**config.mk**
```make
export PLATFORM = sky130hd
export DESIGN_NAME = leds_pwm
export DESIGN_NICKNAME = d
export VERILOG_FILES = /design/src/rtl/leds_pkg.sv /design/src/rtl/leds_timebase.sv /design/src/rtl/leds_pwm.sv
export SDC_FILE = /design/constraint.sdc
export NUM_CORES = 1
export LEC_CHECK = 0
export CAP_MARGIN = 25
export CORE_ASPECT_RATIO = 1.5
export CORE_MARGIN = 3
export CORE_UTILIZATION = 57
export DETAILED_ROUTE_END_ITERATION = 8
export PLACE_DENSITY = 0.79
export REMOVE_ABC_BUFFERS = 1
export SYNTH_ARGS = -nofsm -noshare
export SYNTH_HDL_FRONTEND = slang
export SYNTH_HIERARCHICAL = 1
export SYNTH_SLANG_ARGS = --single-unit
```
**constraint.sdc**
```tcl
create_clock -name clk -period 3.25 [get_ports clk]
set_input_delay 0.975 -clock clk [delete_from_list [all_inputs] [get_ports clk]]
set_output_delay 0.975 -clock clk [all_outputs]
set_load 0.01 [all_outputs]
```
**src/rtl/leds_pkg.sv**
```systemverilog
// Shared register map and reset constants for the LED PWM controller.
package leds_pkg;

  localparam logic [1:0] ADDR_ON    = 2'd0;
  localparam logic [1:0] ADDR_BLINK = 2'd1;
  localparam logic [1:0] ADDR_DUTY  = 2'd2;
  localparam logic [1:0] ADDR_HALF  = 2'd3;

  // Wide enough for the largest PWM_BITS; sliced down at the use site.
  localparam logic [7:0]  DUTY_RST = 8'hFF;
  localparam logic [15:0] HALF_RST = 16'h0000;

endpackage

```
**src/rtl/leds_timebase.sv**
```systemverilog
// Shared timebase: prescaler tick, PWM ramp counter and blink phase.
module leds_timebase #(
  parameter int PWM_BITS = 4,
  parameter int PRESCALE = 256
) (
  input  logic                clk,
  input  logic                rst,
  input  logic [15:0]         half,
  input  logic                half_wr,
  output logic                tick,
  output logic [PWM_BITS-1:0] pwm_cnt,
  output logic                blink_phase
);

  localparam int PW = (PRESCALE > 1) ? $clog2(PRESCALE) : 1;
  localparam logic [PW-1:0] PRESC_MAX = PW'(PRESCALE - 1);

  logic [PW-1:0]       presc_q, presc_d;
  logic [PWM_BITS-1:0] pwm_cnt_q, pwm_cnt_d;
  logic [15:0]         blink_cnt_q, blink_cnt_d;
  logic                blink_phase_q, blink_phase_d;

  always_comb begin
    tick          = (presc_q == PRESC_MAX);
    presc_d       = tick ? '0 : presc_q + PW'(1);
    pwm_cnt_d     = tick ? pwm_cnt_q + PWM_BITS'(1) : pwm_cnt_q;
    blink_cnt_d   = blink_cnt_q;
    blink_phase_d = blink_phase_q;
    // A HALF write restarts the blink period in the on phase.
    if (half_wr) begin
      blink_cnt_d   = '0;
      blink_phase_d = 1'b1;
    end else if (half == 16'd0) begin
      blink_cnt_d   = '0;
      blink_phase_d = 1'b1;
    end else if (tick) begin
      if (blink_cnt_q == half - 16'd1) begin
        blink_cnt_d   = '0;
        blink_phase_d = ~blink_phase_q;
      end else begin
        blink_cnt_d   = blink_cnt_q + 16'd1;
      end
    end
  end

  always_ff @(posedge clk or posedge rst) begin
    if (rst) begin
      presc_q       <= '0;
      pwm_cnt_q     <= '0;
      blink_cnt_q   <= '0;
      blink_phase_q <= 1'b1;
    end else begin
      presc_q       <= presc_d;
      pwm_cnt_q     <= pwm_cnt_d;
      blink_cnt_q   <= blink_cnt_d;
      blink_phase_q <= blink_phase_d;
    end
  end

  assign pwm_cnt     = pwm_cnt_q;
  assign blink_phase = blink_phase_q;

endmodule

```
**src/rtl/leds_pwm.sv**
```systemverilog
// Memory-mapped LED controller: register file, read mux and
// per-LED PWM/blink output stage.
module leds_pwm
  import leds_pkg::*;
#(
  parameter int NUM_LEDS = 8,
  parameter int PWM_BITS = 4,
  parameter int PRESCALE = 256
) (
  input  logic                clk,
  input  logic                rst,
  input  logic                en,
  input  logic                wr_en,
  input  logic [1:0]          addr,
  input  logic [15:0]         data,
  output logic [15:0]         rd_data,
  output logic [NUM_LEDS-1:0] led_out
);

  localparam logic [PWM_BITS-1:0] DUTY_FULL = '1;

  logic [NUM_LEDS-1:0] on_q, on_d;
  logic [NUM_LEDS-1:0] blink_q, blink_d;
  logic [PWM_BITS-1:0] duty_q, duty_d;
  logic [15:0]         half_q, half_d;
  logic [15:0]         rd_data_q, rd_data_d;
  logic [NUM_LEDS-1:0] led_out_q, led_out_d;
  logic                half_wr;
  logic [PWM_BITS-1:0] pwm_cnt;
  logic                blink_phase;
  logic                pwm_on;

  leds_timebase #(
    .PWM_BITS (PWM_BITS),
    .PRESCALE (PRESCALE)
  ) u_tb (
    .clk         (clk),
    .rst         (rst),
    .half        (half_q),
    .half_wr     (half_wr),
    .tick        (),
    .pwm_cnt     (pwm_cnt),
    .blink_phase (blink_phase)
  );

  always_comb begin
    on_d      = on_q;
    blink_d   = blink_q;
    duty_d    = duty_q;
    half_d    = half_q;
    rd_data_d = rd_data_q;
    half_wr   = 1'b0;
    if (en && wr_en) begin
      unique case (addr)
        ADDR_ON:    on_d    = data[NUM_LEDS-1:0];
        ADDR_BLINK: blink_d = data[NUM_LEDS-1:0];
        ADDR_DUTY:  duty_d  = data[PWM_BITS-1:0];
        ADDR_HALF: begin
          half_d  = data;
          half_wr = 1'b1;
        end
      endcase
    end else if (en) begin
      unique case (addr)
        ADDR_ON:    rd_data_d = 16'(on_q);
        ADDR_BLINK: rd_data_d = 16'(blink_q);
        ADDR_DUTY:  rd_data_d = 16'(duty_q);
        ADDR_HALF:  rd_data_d = half_q;
      endcase
    end
  end

  // Full-scale duty closes the one-step gap of the plain compare.
  always_comb begin
    pwm_on    = (duty_q == DUTY_FULL) || (pwm_cnt < duty_q);
    led_out_d = on_q & {NUM_LEDS{pwm_on}}
              & (~blink_q | {NUM_LEDS{blink_phase}});
  end

  always_ff @(posedge clk or posedge rst) begin
    if (rst) begin
      on_q      <= '0;
      blink_q   <= '0;
      duty_q    <= DUTY_RST[PWM_BITS-1:0];
      half_q    <= HALF_RST;
      rd_data_q <= '0;
      led_out_q <= '0;
    end else begin
      on_q      <= on_d;
      blink_q   <= blink_d;
      duty_q    <= duty_d;
      half_q    <= half_d;
      rd_data_q <= rd_data_d;
      led_out_q <= led_out_d;
    end
  end

  assign rd_data = rd_data_q;
  assign led_out = led_out_q;

endmodule

```
# Yosys cells after proc, flatten, opt, wreduce, memory -nomap -nowiden
# Cells that the tools add are included.
classes:
  addsub: 4
  magnitude_cmp: 1
  eq_ne: 6
  n_mux: 12
  bitwise_logic: 6
  reduce_logical: 12
op_table:
  columns: ["op", "n"]
  rows:
  - ["$mux 16", 4]
  - ["$pmux 16 s4", 1]
  - ["$add 16x1->16 const B", 1]
  - ["$and 8x8->8", 2]
  - ["$eq 16x16->1", 1]
  - ["$logic_not 16->1", 1]
  - ["$sub 16x1->16 const B", 1]
  - ["$reduce_and 2->1", 6]
  - ["$add 8x1->8 const B", 1]
  - ["$eq 8x8->1 const B", 1]
  - ["$mux 8", 1]
  - ["$not 8->8", 1]
  - ["$or 8x8->8", 1]
  - ["$mux 1", 6]
  - ["$reduce_bool 3->1", 2]
  - ["$add 4x1->4 const B", 1]
  - ["$eq 2x2->1 const B", 2]
  - ["$eq 4x4->1 const B", 1]
  - ["$lt 4x4->1", 1]
  - ["$eq 2x1->1 const B", 1]
  - ["$logic_not 2->1", 1]
  - ["$not 1->1", 2]
  - ["$logic_and 1x1->1", 1]
  - ["$logic_or 1x1->1", 1]
totals:
  regBits: 89
  in_bits: 22
  out_inout_bits: 24
  elab_cells: 51

# Logic depth before layout (Yosys ltp)
logic_depth:
  ltp_word: 6
  depth_mapped: 11
  mapped_depth_nobuf: 9

# Modules after synthesis
# Netlist, hierarchy kept.
modules_own_cells:
  columns: ["module", "n_inst", "cells_each", "area_each_um2", "seq_area_each_um2"]
  rows:
  - ["leds_pwm", 1, 181, 2606.2, 1506.4]
  - ["leds_timebase", 1, 219, 2030.7, 726.9]

# Worst setup path before layout
# OpenSTA, ideal clock, no wires.
synth_path:
  path_kind: "flip-flop to flip-flop"
  start: "register half_q[0]"
  end: "register u_tb.blink_cnt_q[5]"
  setup_time_ns: 0.119
  t_arrival_ns: 2.538
  required_ns: 3.131
  path_slack_ns: 0.593
  path_stages_with_launch: 11
  path_buffers: 1
  synth_period_minus_slack_ns: 2.657
  path_cell_list: "dfrtp_1 -> inv_1 -> ha_1 -> or3b_2 -> nor4_4 -> xor2_1 -> o31ai_1 -> o2111ai_4 -> o21ai_4 -> buf_6 -> nor2_2"
synth_between:
  elab_chain_cells: 6
  elab_cells_between_ends: 8
  cone_classes: "1 x add/sub; 1 x eq/ne; 4 x mux; 2 x reduce/logical"
synth_rtl:
  columns: ["item", "line_no", "text"]
  rows:
  - ["start: declaration", "leds_pwm.sv:25", "logic [15:0] half_q, half_d;"]
  - ["start signal: assignment", "leds_pwm.sv:92", "half_q <= half_d;"]
  - ["$sub 16x1->16", "leds_timebase.sv:37", "if (blink_cnt_q == half - 16'd1) begin"]
  - ["$eq 16x16->1", "leds_timebase.sv:37", null]
  - ["$mux 16", "leds_timebase.sv:37", null]
  - ["$mux 16", "leds_timebase.sv:36", "end else if (tick) begin"]
  - ["$mux 16", "leds_timebase.sv:33", "end else if (half == 16'd0) begin"]
  - ["$mux 16", "leds_timebase.sv:30", "if (half_wr) begin"]
  - ["end signal: assignment", "leds_timebase.sv:55", "blink_cnt_q <= blink_cnt_d;"]
  - ["end: declaration", "leds_timebase.sv:20", "logic [15:0] blink_cnt_q, blink_cnt_d;"]
# Parallel ways exist; a longest one is shown, timed or not. The select of a mux whose other input is x is not followed.
# A chain may end at the register's enable or synchronous reset.

# Final worst setup path
layout_path:
  start: "register half_q[0]"
  end: "register u_tb.blink_cnt_q[15]"
# Same word-level chain as after synthesis.

==> qor.csv <==
metric,value,unit
unrepaired setup endpoints after global routing,false,
largest fanout on the critical path,12,
unique cell type count in the Yosys netlist,61,
share of the yosys chip area belonging to registers,48.17,%
static leakage,2.407,nW
"Remaining Overflow, GRT",0,
CTS HTree Levels,3,
#FFs+latches synth,89,
Ant. Diodes,0,
cells after synthesis,400,
CTS tree,yes,
Initial DRC Count,205,
Initial Utilization,59.76,%
WP buf/inv,2,
Max Cap Viol,0,
drt wl/cell,18.18,um
GPL Wtd Cong,0.8283,
worst-margin pin slew,0.6352,ns
detailed placer's ending HPWL,7283,um
async set-reset flop share out of synthesis,100.0,%
TritonCTS Buffers,9,
crit share post-route,88.94,%
vias,3301,
Die Area,9276,sq um
final hold violation count,0,
Worst Hold Class,reg -> reg,
Synth Cell Area,4637,sq um
hold buffer count at CTS,0,
multi-input logic area,2237,sq um
filler cell count,544,
Sum Neg Setup Slack,0,ns
# port buffers,45,
DRT Pass-1 Iters,6,
CP endpoint kind,register,
worst skew pair latency,0.34,ns
Relative slew margins,57.50,%
vias per cell,5.884,
outcome,"finished, final reports clean",
Worst Hold Launch,u_tb/presc_q[0]$_DFF_PP0_,
Placement Rows,39,
VDD IR max,0.0003792,V
Final ANT Viol Nets,0,
critical path's slowest cell,or3b_2,
first-pass GRT wire length,17310,um
GRT Total Usage,24.59,%
# setup viols final,0,
Layout Skew,0.008334,ns
postcts setup bufs,0,
startpoint types,register,
Die H,116.5,um
largest net degree at the start of global routing,61,
critical path class,reg -> reg,
crit-path max cell delay,0.51,ns
total clock sinks,89,
mean post-synth cell area,11.59,sq um
Worst-path clk slew,0.06,ns
Ys Warns,6,
CP arrival,3.11,ns
fmax,0.3459,GHz
Core Area,7759,sq um
PnR worst setup slack,0.3593,ns
initial antenna violation count,0,
power per cell area,572.0,nW/um^2
ratio of cells with drive above 1 in the final layout,21.57,%
Setup WS pre-CTS,0.2428,ns
clock tree buffer depth,2,
area grow syn2layout,19.05,%
r2r startpoint,half_q[0]$_DFFE_PP0P_,
Top Family by Delay on Critical Path,compound AO/OA/AOI/OAI gates,
NumNets Final,483,
CP startpoint,half_q[0]$_DFFE_PP0P_,
post-route DRC violation count,0,
drt total wl,10200,um
CTS root buf,clkbuf_16,
IO Pins,46,
Final Slew Violations,0,
crit path cell chain,"inv_1, ha_1, or3b_2, nor4_4, xor2_1, o31ai_1, o2111ai_4, o21ai_4, buf_12, nor2_1",
most used flip-flop cell after synthesis,dfrtp_1,
number of synthesized flops with an enable pin,0,
register area,2233,sq um
number of global-route vias before repair,3472,
Tmin final,2.891,ns
CP required,3.47,ns
Die W,79.65,um
post-CTS sizing,0,
[Yosys cell counts, drive strengths merged, types with 5 or more instances]
| cell | number | area (sq um) |
|---|---|---|
| dfstp | 5 | 131.4 |
| o21ai | 16 | 91.34 |
| nand4 | 8 | 50.05 |
| mux2 | 40 | 484.2 |
| a22o | 8 | 70.07 |
| nand2 | 24 | 90.09 |
| inv | 19 | 71.32 |
| nor4 | 6 | 58.80 |
| and2 | 6 | 37.54 |
| dfrtp | 84 | 2102 |
| nor2 | 24 | 115.1 |
| nor2b | 6 | 37.54 |
| and3 | 5 | 31.28 |
| xor2 | 19 | 166.4 |
| ha | 7 | 87.58 |
| nor3 | 14 | 91.34 |
| nand3 | 18 | 102.6 |
| buf | 9 | 76.32 |
| xnor2 | 18 | 157.7 |
[sequential cells by signal (all words and copies together) (netlist names)]
name / count
on_q: 8
u_tb/blink_cnt_q: 16
blink_q: 8
u_tb/pwm_cnt: 4
duty_q: 4
u_tb/presc_q: 8
half_q: 16
u_tb/blink_phase: 1
led_out: 8
rd_data: 16
[cells in the final DEF, fill, tap and decap left out, types with 3 or more instances in the layout]
cell	instances
dfrtp_1	84
clkdlybuf4s50_1	45
mux2_2	31
nand2_1	24
xor2_1	19
inv_1	18
xnor2_1	18
nand3_1	17
o21ai_0	15
nor2_1	14
nor3_1	11
nor2_2	10
mux2_4	9
clkbuf_16	9
buf_4	9
a22o_1	8
nand4_1	8
ha_1	7
and2_1	6
nor2b_1	6
dfstp_2	5
and3_1	5
mux2i_1	4
a2bb2oi_1	4
and4_1	4
nor3b_1	4
nor4_1	4
mux4_2	3
nand2b_1	3
nand4b_1	3
or3_1	3
a31oi_1	3
[through the flow]
stage	utilization, %	area, sq um	total power, mW	hold slack, ns	instances
finish	71.15	5520	3.158	0.4565	561
detailed placement	67.17	5211	2.171	0.4560	544
global route	71.15	5520	3.310	0.4817	561
floorplan	-	4546	1.851	0.4245	387
global placement	67.17	5211	2.141	0.4379	544
CTS	70.89	5500	3.174	0.4638	560
[layout make-up]
class / count / share of cell area (%)
Timing Repair Buffer: 56 / 10.11
Multi-Input combinational cell: 278 / 40.53
Clock inverter: 5 / 1.020
Clock buffer: 11 / 4.216
Sequential cell: 89 / 40.46
Inverter: 20 / 1.360
Tap cell: 102 / 2.312
[worst paths after layout]
check | to | cells after the start | slack [ns]
worst max-delay path | u_tb/blink_cnt_q[15]$_DFFE_PP0P_ | 10 | 0.36
worst min-delay path | u_tb/presc_q[0]$_DFF_PP0_ | 1 | 0.46
worst max register to register | u_tb/blink_cnt_q[15]$_DFFE_PP0P_ | 10 | 0.36
worst min register to register | u_tb/presc_q[0]$_DFF_PP0_ | 1 | 0.46
max in group asynchronous | u_tb/blink_phase$_DFFE_PP1P_ | 3 | 1.89
min in group asynchronous | half_q[1]$_DFFE_PP0P_ | 3 | 1.03
[worst register-to-register path, cell delays in order (launching register included)]
cell and delay (ns):
dfrtp_1 0.47, inv_1 0.09, ha_1 0.25, or3b_2 0.51, nor4_4 0.26, xor2_1 0.12
o31ai_1 0.38, o2111ai_4 0.24, o21ai_4 0.23, buf_12 0.17, nor2_1 0.06
[metal layers]
layer / up-vias / routed length, um / global-route usage [%]
li1: 1542 / - / -
met5: - / 0 / 0
met3: 19 / 278 / 4.707
met4: 0 / 232 / 10.55
met1: 1681 / 4136 / 28.29
met2: 59 / 5550 / 44.23
[cell families after synthesis]
| family | Yosys count | synth area share [%] |
|---|---|---|
| simple gates | 135 | 17.43 |
| flops | 89 | 48.17 |
| compound gates | 51 | 8.608 |
| mux | 48 | 13.33 |
| xor+xnor | 37 | 6.989 |
| buf+inv | 33 | 3.589 |
| fa+ha+maj | 7 | 1.889 |
[power by group]
group | total, mW | internal, mW | switching [mW] | leakage (nW)
Sequential | 1.44 | 1.28 | 0.165 | 1.12
Combinational | 0.710 | 0.403 | 0.306 | 1.15
Clock | 1.00 | 0.594 | 0.409 | 0.139
Power figures use the tool's default switching activity.
